## src/rtl/id_ex_stage.sv

```systemverilog
// ID/EX pipeline register for the 16-bit, 16-register core, with load-use and
// branch-operand interlock, multicycle-EX hold and a saturating bubble counter.
module id_ex_stage #(
    parameter int DATA_W = 16,
    parameter int REG_W  = 4
) (
    input  logic              clk,
    input  logic              reset_n,
    input  logic              id_valid,
    input  logic [REG_W-1:0]  id_op1,
    input  logic [REG_W-1:0]  id_op2,
    input  logic              id_uses_op2,
    input  logic [DATA_W-1:0] id_rd1,
    input  logic [DATA_W-1:0] id_rd2,
    input  logic [DATA_W-1:0] id_imm,
    input  logic [1:0]        id_regwrite,
    input  logic              id_memread,
    input  logic              id_memwrite,
    input  logic [3:0]        id_alu_ctrl,
    input  logic              id_branch,
    input  logic              ex_busy,
    input  logic              flush,
    output logic              ex_valid,
    output logic [REG_W-1:0]  ex_op1,
    output logic [REG_W-1:0]  ex_op2,
    output logic [DATA_W-1:0] ex_rd1,
    output logic [DATA_W-1:0] ex_rd2,
    output logic [DATA_W-1:0] ex_imm,
    output logic [1:0]        ex_regwrite,
    output logic              ex_muxc,
    output logic              ex_memwrite,
    output logic [3:0]        ex_alu_ctrl,
    output logic              id_hold,
    output logic [15:0]       stall_count
);

    typedef enum logic [0:0] {
        RUN  = 1'b0,
        BUB2 = 1'b1
    } state_t;

    state_t              r_state;
    state_t              w_state_nxt;
    logic                r_valid;
    logic [REG_W-1:0]    r_op1;
    logic [REG_W-1:0]    r_op2;
    logic [DATA_W-1:0]   r_rd1;
    logic [DATA_W-1:0]   r_rd2;
    logic [DATA_W-1:0]   r_imm;
    logic [1:0]          r_regwrite;
    logic                r_muxc;
    logic                r_memwrite;
    logic [3:0]          r_alu_ctrl;
    logic [15:0]         r_stall_count;

    logic                w_hit_op1;
    logic                w_hit_op2;
    logic                w_load_haz;
    logic                w_br_haz;
    logic                w_bubble;
    logic                w_capture;
    logic                w_hold;
    logic                w_stall_inc;
    logic [1:0]          w_rw_cap;

    // A mul/div (regwrite 11) also writes R0, so R0 readers see a hit too.
    function automatic logic dest_hit(input logic             valid,
                                      input logic [1:0]       rw,
                                      input logic [REG_W-1:0] dst,
                                      input logic [REG_W-1:0] r);
        logic wr_op1;
        logic wr_r0;
        wr_op1   = (rw == 2'b01) || (rw == 2'b11);
        wr_r0    = (rw == 2'b11) && (r == {REG_W{1'b0}});
        dest_hit = valid && ((wr_op1 && (dst == r)) || wr_r0);
    endfunction

    assign w_hit_op1  = dest_hit(r_valid, r_regwrite, r_op1, id_op1);
    assign w_hit_op2  = dest_hit(r_valid, r_regwrite, r_op1, id_op2);
    assign w_load_haz = r_muxc && id_valid && (w_hit_op1 || (id_uses_op2 && w_hit_op2));
    assign w_br_haz   = id_valid && id_branch && w_hit_op1 && !r_muxc;
    assign w_rw_cap   = (id_valid && (id_regwrite != 2'b10)) ? id_regwrite : 2'b00;

    // Interlock decision: flush, then EX hold, then bubble, else capture.
    always_comb begin
        w_bubble    = 1'b0;
        w_capture   = 1'b0;
        w_hold      = 1'b0;
        w_stall_inc = 1'b0;
        w_state_nxt = r_state;
        if (flush) begin
            w_bubble    = 1'b1;
            w_state_nxt = RUN;
        end else if (ex_busy) begin
            w_hold = 1'b1;
        end else if ((r_state == BUB2) || w_load_haz || w_br_haz) begin
            w_bubble    = 1'b1;
            w_hold      = 1'b1;
            w_stall_inc = 1'b1;
            case (r_state)
                RUN:     w_state_nxt = (w_load_haz && id_branch) ? BUB2 : RUN;
                BUB2:    w_state_nxt = RUN;
                default: w_state_nxt = RUN;
            endcase
        end else begin
            w_capture = 1'b1;
        end
    end

    assign id_hold = reset_n & w_hold;

    // Interlock state register.
    always_ff @(posedge clk or negedge reset_n) begin
        if (!reset_n) begin
            r_state <= RUN;
        end else begin
            r_state <= w_state_nxt;
        end
    end

    // ID/EX payload register: bubble, capture or hold.
    always_ff @(posedge clk or negedge reset_n) begin
        if (!reset_n) begin
            r_valid    <= 1'b0;
            r_op1      <= {REG_W{1'b0}};
            r_op2      <= {REG_W{1'b0}};
            r_rd1      <= {DATA_W{1'b0}};
            r_rd2      <= {DATA_W{1'b0}};
            r_imm      <= {DATA_W{1'b0}};
            r_regwrite <= 2'b00;
            r_muxc     <= 1'b0;
            r_memwrite <= 1'b0;
            r_alu_ctrl <= 4'h0;
        end else if (w_bubble) begin
            r_valid    <= 1'b0;
            r_op1      <= {REG_W{1'b0}};
            r_op2      <= {REG_W{1'b0}};
            r_rd1      <= {DATA_W{1'b0}};
            r_rd2      <= {DATA_W{1'b0}};
            r_imm      <= {DATA_W{1'b0}};
            r_regwrite <= 2'b00;
            r_muxc     <= 1'b0;
            r_memwrite <= 1'b0;
            r_alu_ctrl <= 4'h0;
        end else if (w_capture) begin
            r_valid    <= id_valid;
            r_op1      <= id_op1;
            r_op2      <= id_op2;
            r_rd1      <= id_rd1;
            r_rd2      <= id_rd2;
            r_imm      <= id_imm;
            r_regwrite <= w_rw_cap;
            r_muxc     <= id_valid & id_memread;
            r_memwrite <= id_valid & id_memwrite;
            r_alu_ctrl <= id_alu_ctrl;
        end else begin
            r_valid    <= r_valid;
            r_op1      <= r_op1;
            r_op2      <= r_op2;
            r_rd1      <= r_rd1;
            r_rd2      <= r_rd2;
            r_imm      <= r_imm;
            r_regwrite <= r_regwrite;
            r_muxc     <= r_muxc;
            r_memwrite <= r_memwrite;
            r_alu_ctrl <= r_alu_ctrl;
        end
    end

    // Saturating bubble counter.
    always_ff @(posedge clk or negedge reset_n) begin
        if (!reset_n) begin
            r_stall_count <= 16'h0000;
        end else if (w_stall_inc && (r_stall_count != 16'hFFFF)) begin
            r_stall_count <= r_stall_count + 16'h0001;
        end else begin
            r_stall_count <= r_stall_count;
        end
    end

    assign ex_valid    = r_valid;
    assign ex_op1      = r_op1;
    assign ex_op2      = r_op2;
    assign ex_rd1      = r_rd1;
    assign ex_rd2      = r_rd2;
    assign ex_imm      = r_imm;
    assign ex_regwrite = r_regwrite;
    assign ex_muxc     = r_muxc;
    assign ex_memwrite = r_memwrite;
    assign ex_alu_ctrl = r_alu_ctrl;
    assign stall_count = r_stall_count;

endmodule

```

## config.mk

```make
export PLATFORM = sky130hd
export DESIGN_NAME = id_ex_stage
export DESIGN_NICKNAME = d
export VERILOG_FILES = /design/src/rtl/id_ex_stage.sv
export SDC_FILE = /design/constraint.sdc
export NUM_CORES = 1
export LEC_CHECK = 0
export CORE_MARGIN = 2
export CORE_UTILIZATION = 45
export DETAILED_ROUTE_END_ITERATION = 6
export GPL_ROUTABILITY_DRIVEN = 0
export PLACE_DENSITY = 0.85
export SLEW_MARGIN = 20
export SYNTH_ARGS = -nofsm -noshare
export SYNTH_HDL_FRONTEND = slang
export SYNTH_SLANG_ARGS = --single-unit
```

## constraint.sdc

```tcl
create_clock -name clk -period 4.9 [get_ports clk]
set_clock_uncertainty 0.2 [all_clocks]
set_input_delay 0.98 -clock clk [delete_from_list [all_inputs] [get_ports clk]]
set_output_delay 0.98 -clock clk [all_outputs]
set_load 0.1 [all_outputs]
```

### Yosys cells after proc, flatten, opt, wreduce, memory -nomap -nowiden

Cells that the tools add are included.
W data, S select, Z words.

| operators by class | value |
|---|---|
| add/subtract/negate cells | 1 |
| reduce and logical (&&, ||, !) cells | 27 |
| bitwise gates (word level) | 4 |
| equality and inequality tests | 7 |
| muxes and demuxes | 35 |

Operator list:

| kind | number |
|---|---|
| $mux W16 | 6 |
| $mux W4 | 6 |
| $mux W1 | 19 |
| $add A16 B1 Y16 const B | 1 |
| $ne A16 B16 Y1 const B | 1 |
| $logic_and A1 B1 Y1 | 15 |
| $eq A4 B4 Y1 | 2 |
| $logic_not A4 Y1 | 2 |
| $logic_or A1 B1 Y1 | 6 |
| $mux W2 | 3 |
| $reduce_bool A2 Y1 | 2 |
| $and A1 B1 Y1 | 3 |
| $eq A2 B1 Y1 const B | 1 |
| $eq A2 B2 Y1 const B | 1 |
| $ne A2 B1 Y1 const B | 1 |
| $ne A2 B2 Y1 const B | 1 |
| $pmux W1 S2 | 1 |
| $reduce_and A2 Y1 | 1 |
| $logic_not A1 Y1 | 1 |
| $not A1 Y1 | 1 |

| storage, ports and cells | value |
|---|---|
| register bits | 82 |
| logic and storage cells | 86 |
| output and inout bits | 82 |
| input bits | 71 |

### Longest topological paths before layout

| depth | value |
|---|---|
| depth in word-level cells | 15 |
| depth in mapped cells | 9 |
| gate-level depth less buffers | 7 |

### Worst setup path after synthesis

Ideal clock, no wire load.

| timing path | value |
|---|---|
| path kind | input to output |
| from | in id_op1[0] |
| to | out id_hold |
| path buffers | 1 |
| cell stages on the path | 8 |
| arrival time | 4.258 ns |
| path slack | -0.538 ns |
| data required time | 3.720 ns |
| path through | nor4_1 > nand3_1 > o21ai_2 > o21a_2 > a31oi_4 > buf_6 > nor2b_1 > nor3b_1 |

| on the way | value |
|---|---|
| longest elaborated chain between the ends | 12 |
| elaborated cells between the ends (all ways) | 16 |
| those cells by class | eq/ne (1); mux (3); bitwise (1); reduce/logical (11) |

Ends and longest elaborated chain:

| element | RTL line | source |
|---|---|---|
| start: declaration | 10 | `input logic [REG_W-1:0] id_op1,` |
| $eq A4 B4 Y1 / $logic_not A4 Y1 (equally long branches) | 75, 74 |  |
| $logic_and A1 B1 Y1 (on tied branches) | 75, 74 |  |
| $logic_or A1 B1 Y1 (*) | 75 | `dest_hit = valid && ((wr_op1 && (dst == r)) \|\| wr_r0);` |
| $logic_and A1 B1 Y1 (*) | 75 |  |
| $logic_or A1 B1 Y1 | 80 | `assign w_load_haz = r_muxc && id_valid && (w_hit_op1 \|\| (id_uses_op2 && w_hit_op2));` |
| $logic_and A1 B1 Y1 | 80 |  |
| $logic_or A1 B1 Y1 | 96 | `end else if ((r_state == BUB2) \|\| w_load_haz \|\| w_br_haz) begin` |
| $logic_or A1 B1 Y1 (*) | 96 |  |
| $mux W1 (*) | 96 |  |
| $mux W1 (*) | 94 | `end else if (ex_busy) begin` |
| $mux W1 (*) | 91 | `if (flush) begin` |
| $and A1 B1 Y1 (*) | 110 | `assign id_hold = reset_n & w_hold;` |
| end: declaration | 33 | `output logic id_hold,` |

Every way passes the cells marked *; elsewhere a longest branch is shown, timed or not.

### Worst setup path after layout

| timing path | value |
|---|---|
| from | in id_op2[0] |
| to | out id_hold |

| on the way | value |
|---|---|
| longest elaborated chain between the ends | 13 |
| elaborated cells between the ends (all ways) | 15 |
| those cells by class | eq/ne (1); mux (3); bitwise (1); reduce/logical (10) |

Ends and longest elaborated chain:

| element | RTL line | source |
|---|---|---|
| start: declaration | 11 | `input logic [REG_W-1:0] id_op2,` |
| $eq A4 B4 Y1 / $logic_not A4 Y1 (equally long branches) | 75, 74 |  |
| $logic_and A1 B1 Y1 (on tied branches) | 75, 74 |  |
| $logic_or A1 B1 Y1 (*) | 75 |  |
| $logic_and A1 B1 Y1 (*) | 75 |  |
| $logic_and A1 B1 Y1 (*) | 80 |  |
| $logic_or A1 B1 Y1 (*) | 80 |  |
| $logic_and A1 B1 Y1 (*) | 80 |  |
| $logic_or A1 B1 Y1 (*) (2 in series) | 96 |  |
| $mux W1 (*) | 96 |  |
| $mux W1 (*) | 94 |  |
| $mux W1 (*) | 91 |  |
| $and A1 B1 Y1 (*) | 110 |  |

Marked as above.

==> reports/summary.txt <==
grt total ovfl: 0
final hold violations: 0
setup TNS: 0 ns
CP required: 3.72 ns
io pins: 153
Port Buffers: 152
WP data arrival: 2.89 ns
Setup WS pre-CTS: 0.7811 ns
NetSw: 550.7 µW
Setup crit start kind: input port
vias in the first global route: 2822
Least-Margin Pin Slew: 1.022 ns
Internal: 1.075 mW
asr flop ratio synth: 100.0%
layout cells sized above 1: 19.17%
die span in x: 91.94 µm
top_reg_cell synth: dfrtp_1
Post-synth EDFFs: 0
status: completed
routed wire length: 8.792 mm
postcts setup bufs: 0
fmax: 0.2454 GHz
reg2reg path depth: 8
Syn Nets: 330
fin. max-slew vios: 0
Reg-to-Reg End: ex_alu_ctrl[0]$_DFFE_PN0P_
Max-Cap Viols: 0
synthesis-stage register bit count: 82
Routed WL per cell: 17.11 µm
cts repair resizes: 0
pwr dens: 312.0 mW/mm²
Initial DRC Count: 70
CP endpoint: id_hold
slew margin rel.: 31.66%
post-synthesis cell type count: 39
drt pass-1 iters: 4
Critical Path Sink Type: output port
RSZ-0062 raised after global routing: false
hold_sp: stall_count[15]$_DFFE_PN0P_
setup slack, reg-to-reg: 2.27 ns
initial antenna violation count: 0
clock sink count: 82
WHS Path Cells: 1
Die Y: 91.94 µm
clk root buf: clkbuf_8
gr usage total: 21.12%
switching share of power: 33.87%
DRC: 0
Core Area: 0.007607 mm²
Worst Setup SP: id_op2[0]
synthesized instance count: 258
crit path time final: 4.075 ns
CTS tree: built
critical path fanouts, max: 3
grt met2 use: 35.11%
power share of the clock group: 29.2%
R2R Path Start: ex_op1[3]$_DFFE_PN0P_
Comb pwr share: 26.2%
total number of vias: 2724
TritonCTS Buffers: 9
pin count of the biggest net entering global routing: 62
syn_area_per_cell: 13.49 µm²
count of final setup violators: 0
CTS clock-pin slew for the worst setup and hold paths: 0.08 ns
die area: 0.008452 mm²
synth warn: 0
Hold-fix buffers, CTS: 0
Leak Pwr: 2.296 nW
starting density of the core: 45.74%
GRT met1 Usage: 28.15%
Site Rows: 32
Routed Antenna Nets: 0
Longest Clk Path Bufs: 2
Net count, final: 479
global-route met3 utilization: 4.191%
post-synthesis sequential area ratio: 58.97%
Final Util: 68.50%
wire length of the first global-routing pass: 14.26 mm
Worst Hold Class: register to register
Setup WS post-layout: 0.8253 ns
Mapped Area: 0.003480 mm²
Sequential Power Share: 44.6%
diode count: 0
gr busiest metal: met2
DR vias/cell: 5.300
Area Overhead vs Synth: 49.77%
Worst VDD drop: 0.1859 mV
DP HPWL: 6.180 mm
H-Tree Level Count: 3
critical path class: input port to output port
Worst-Skew Late Latency: 0.33 ns
Final Cycle Share: 83.16%
==> cells in the mapped netlist, types with 2 or more instances <==
| master | number | area share [%] |
|---|---|---|
| a21oi_1 | 4 | 0.58 |
| a22o_1 | 19 | 4.8 |
| a22o_2 | 42 | 12 |
| a22oi_1 | 2 | 0.43 |
| and3_1 | 4 | 0.72 |
| buf_8 | 6 | 2.6 |
| clkbuf_1 | 8 | 0.86 |
| dfrtp_1 | 82 | 59 |
| inv_1 | 2 | 0.22 |
| mux2_2 | 2 | 0.65 |
| nand2_1 | 11 | 1.2 |
| nand3_1 | 8 | 1.2 |
| nand4_1 | 5 | 0.90 |
| nor2_1 | 3 | 0.32 |
| nor2b_1 | 2 | 0.36 |
| nor3_1 | 6 | 0.86 |
| nor3b_1 | 2 | 0.43 |
| nor4_1 | 6 | 1.1 |
| nor4_2 | 3 | 1.1 |
| nor4b_1 | 2 | 0.50 |
| xnor2_1 | 8 | 2.0 |
| xor2_1 | 14 | 3.5 |
==> power groups by stage <==
stage               combinational, mW  sequential (mW)  clock (mW)
floorplan                      0.0700            0.951           0
global placement                0.424            0.736           0
detailed placement              0.428            0.737           0
CTS                             0.429            0.725       0.489
global route                    0.442            0.728       0.518
finish                          0.426            0.725       0.475
==> cell type report <==
cell class	instances	area, µm²
clock buffer	10	127.6
clock inverter	6	65.06
fill	579	2396
inverter	2	7.507
multi-input combinational	156	1272
sequential	82	2052
tap	102	127.6
timing repair buffer	156	1559
==> routing by layer <==
layer	up-vias	part of all wire, %
li1	1260	-
met1	1354	43
met2	100	50
met3	10	5.5
met4	0	1.2
met5	-	0
==> layout by cell type, fill, tap and decap left out, drive strengths merged, types with 2 or more instances in the layout <==
master,netlist,final
clkbuf,8,10
a22o,61,61
a21oi,4,4
mux2,2,2
a22oi,2,2
buf,10,6
inv,2,3
nor2b,2,2
nor3b,2,2
xor2,14,14
nand3,9,9
clkinv,0,3
xnor2,8,8
and3,4,4
clkdlybuf4s50,0,150
nor2,4,4
nor4b,2,2
nand2,11,11
dfrtp,82,82
nand4,5,5
nor3,7,7
nor4,9,9
and2,2,2
==> critical path, stage by stage <==
cell and delay (ns):
clkdlybuf4s50_1 0.46, nor4_1 0.31, nand2_1 0.09, a21oi_1 0.16, o21a_2 0.18, a31oi_4 0.09, nor2b_1 0.15, nor3b_2 0.25
buf_12 0.21
==> worst min-delay path by stage <==
stage and end:
6_report stall_count[15]$_DFFE_PN0P_, 5_1_grt ex_op2[1]$_DFFE_PN0P_, 4_1_cts stall_count[15]$_DFFE_PN0P_, 3_5_place_dp stall_count[15]$_DFFE_PN0P_, 3_3_place_gp stall_count[8]$_DFFE_PN0P_, 2_1_floorplan r_state$_DFFE_PN0P_
==> stage by stage <==
step | instances | area (µm²) | hold WS, ns | power, mW
after floorplan | 258 | 3485 | 0.3517 | 1.021
after global placement | 498 | 5019 | 0.2764 | 1.160
after detailed placement | 498 | 5019 | 0.2838 | 1.165
after CTS | 514 | 5211 | 0.2977 | 1.643
after global routing | 514 | 5211 | 0.3184 | 1.689
final | 514 | 5211 | 0.2926 | 1.626
==> sequential cells by signal, summed over array words and instances (netlist names) <==
name and cells:
ex_alu_ctrl 4, ex_imm 16, ex_memwrite 1, ex_muxc 1
ex_op1 4, ex_op2 4, ex_rd1 16, ex_rd2 16
ex_regwrite 2, ex_valid 1, r_state 1, stall_count 16
==> cells by family after synthesis <==
group                      share of synthesized area (%)
DFF                                                58.97
AOI/OAI and AO/OA                                  19.45
and+or+nand+nor                                    10.21
xor gates and xnor gates                           5.538
buffers and inverters                              4.818
muxes                                             0.6472
adders and majority gates                         0.3595
No activity file was read; power rests on OpenSTA's default activity.
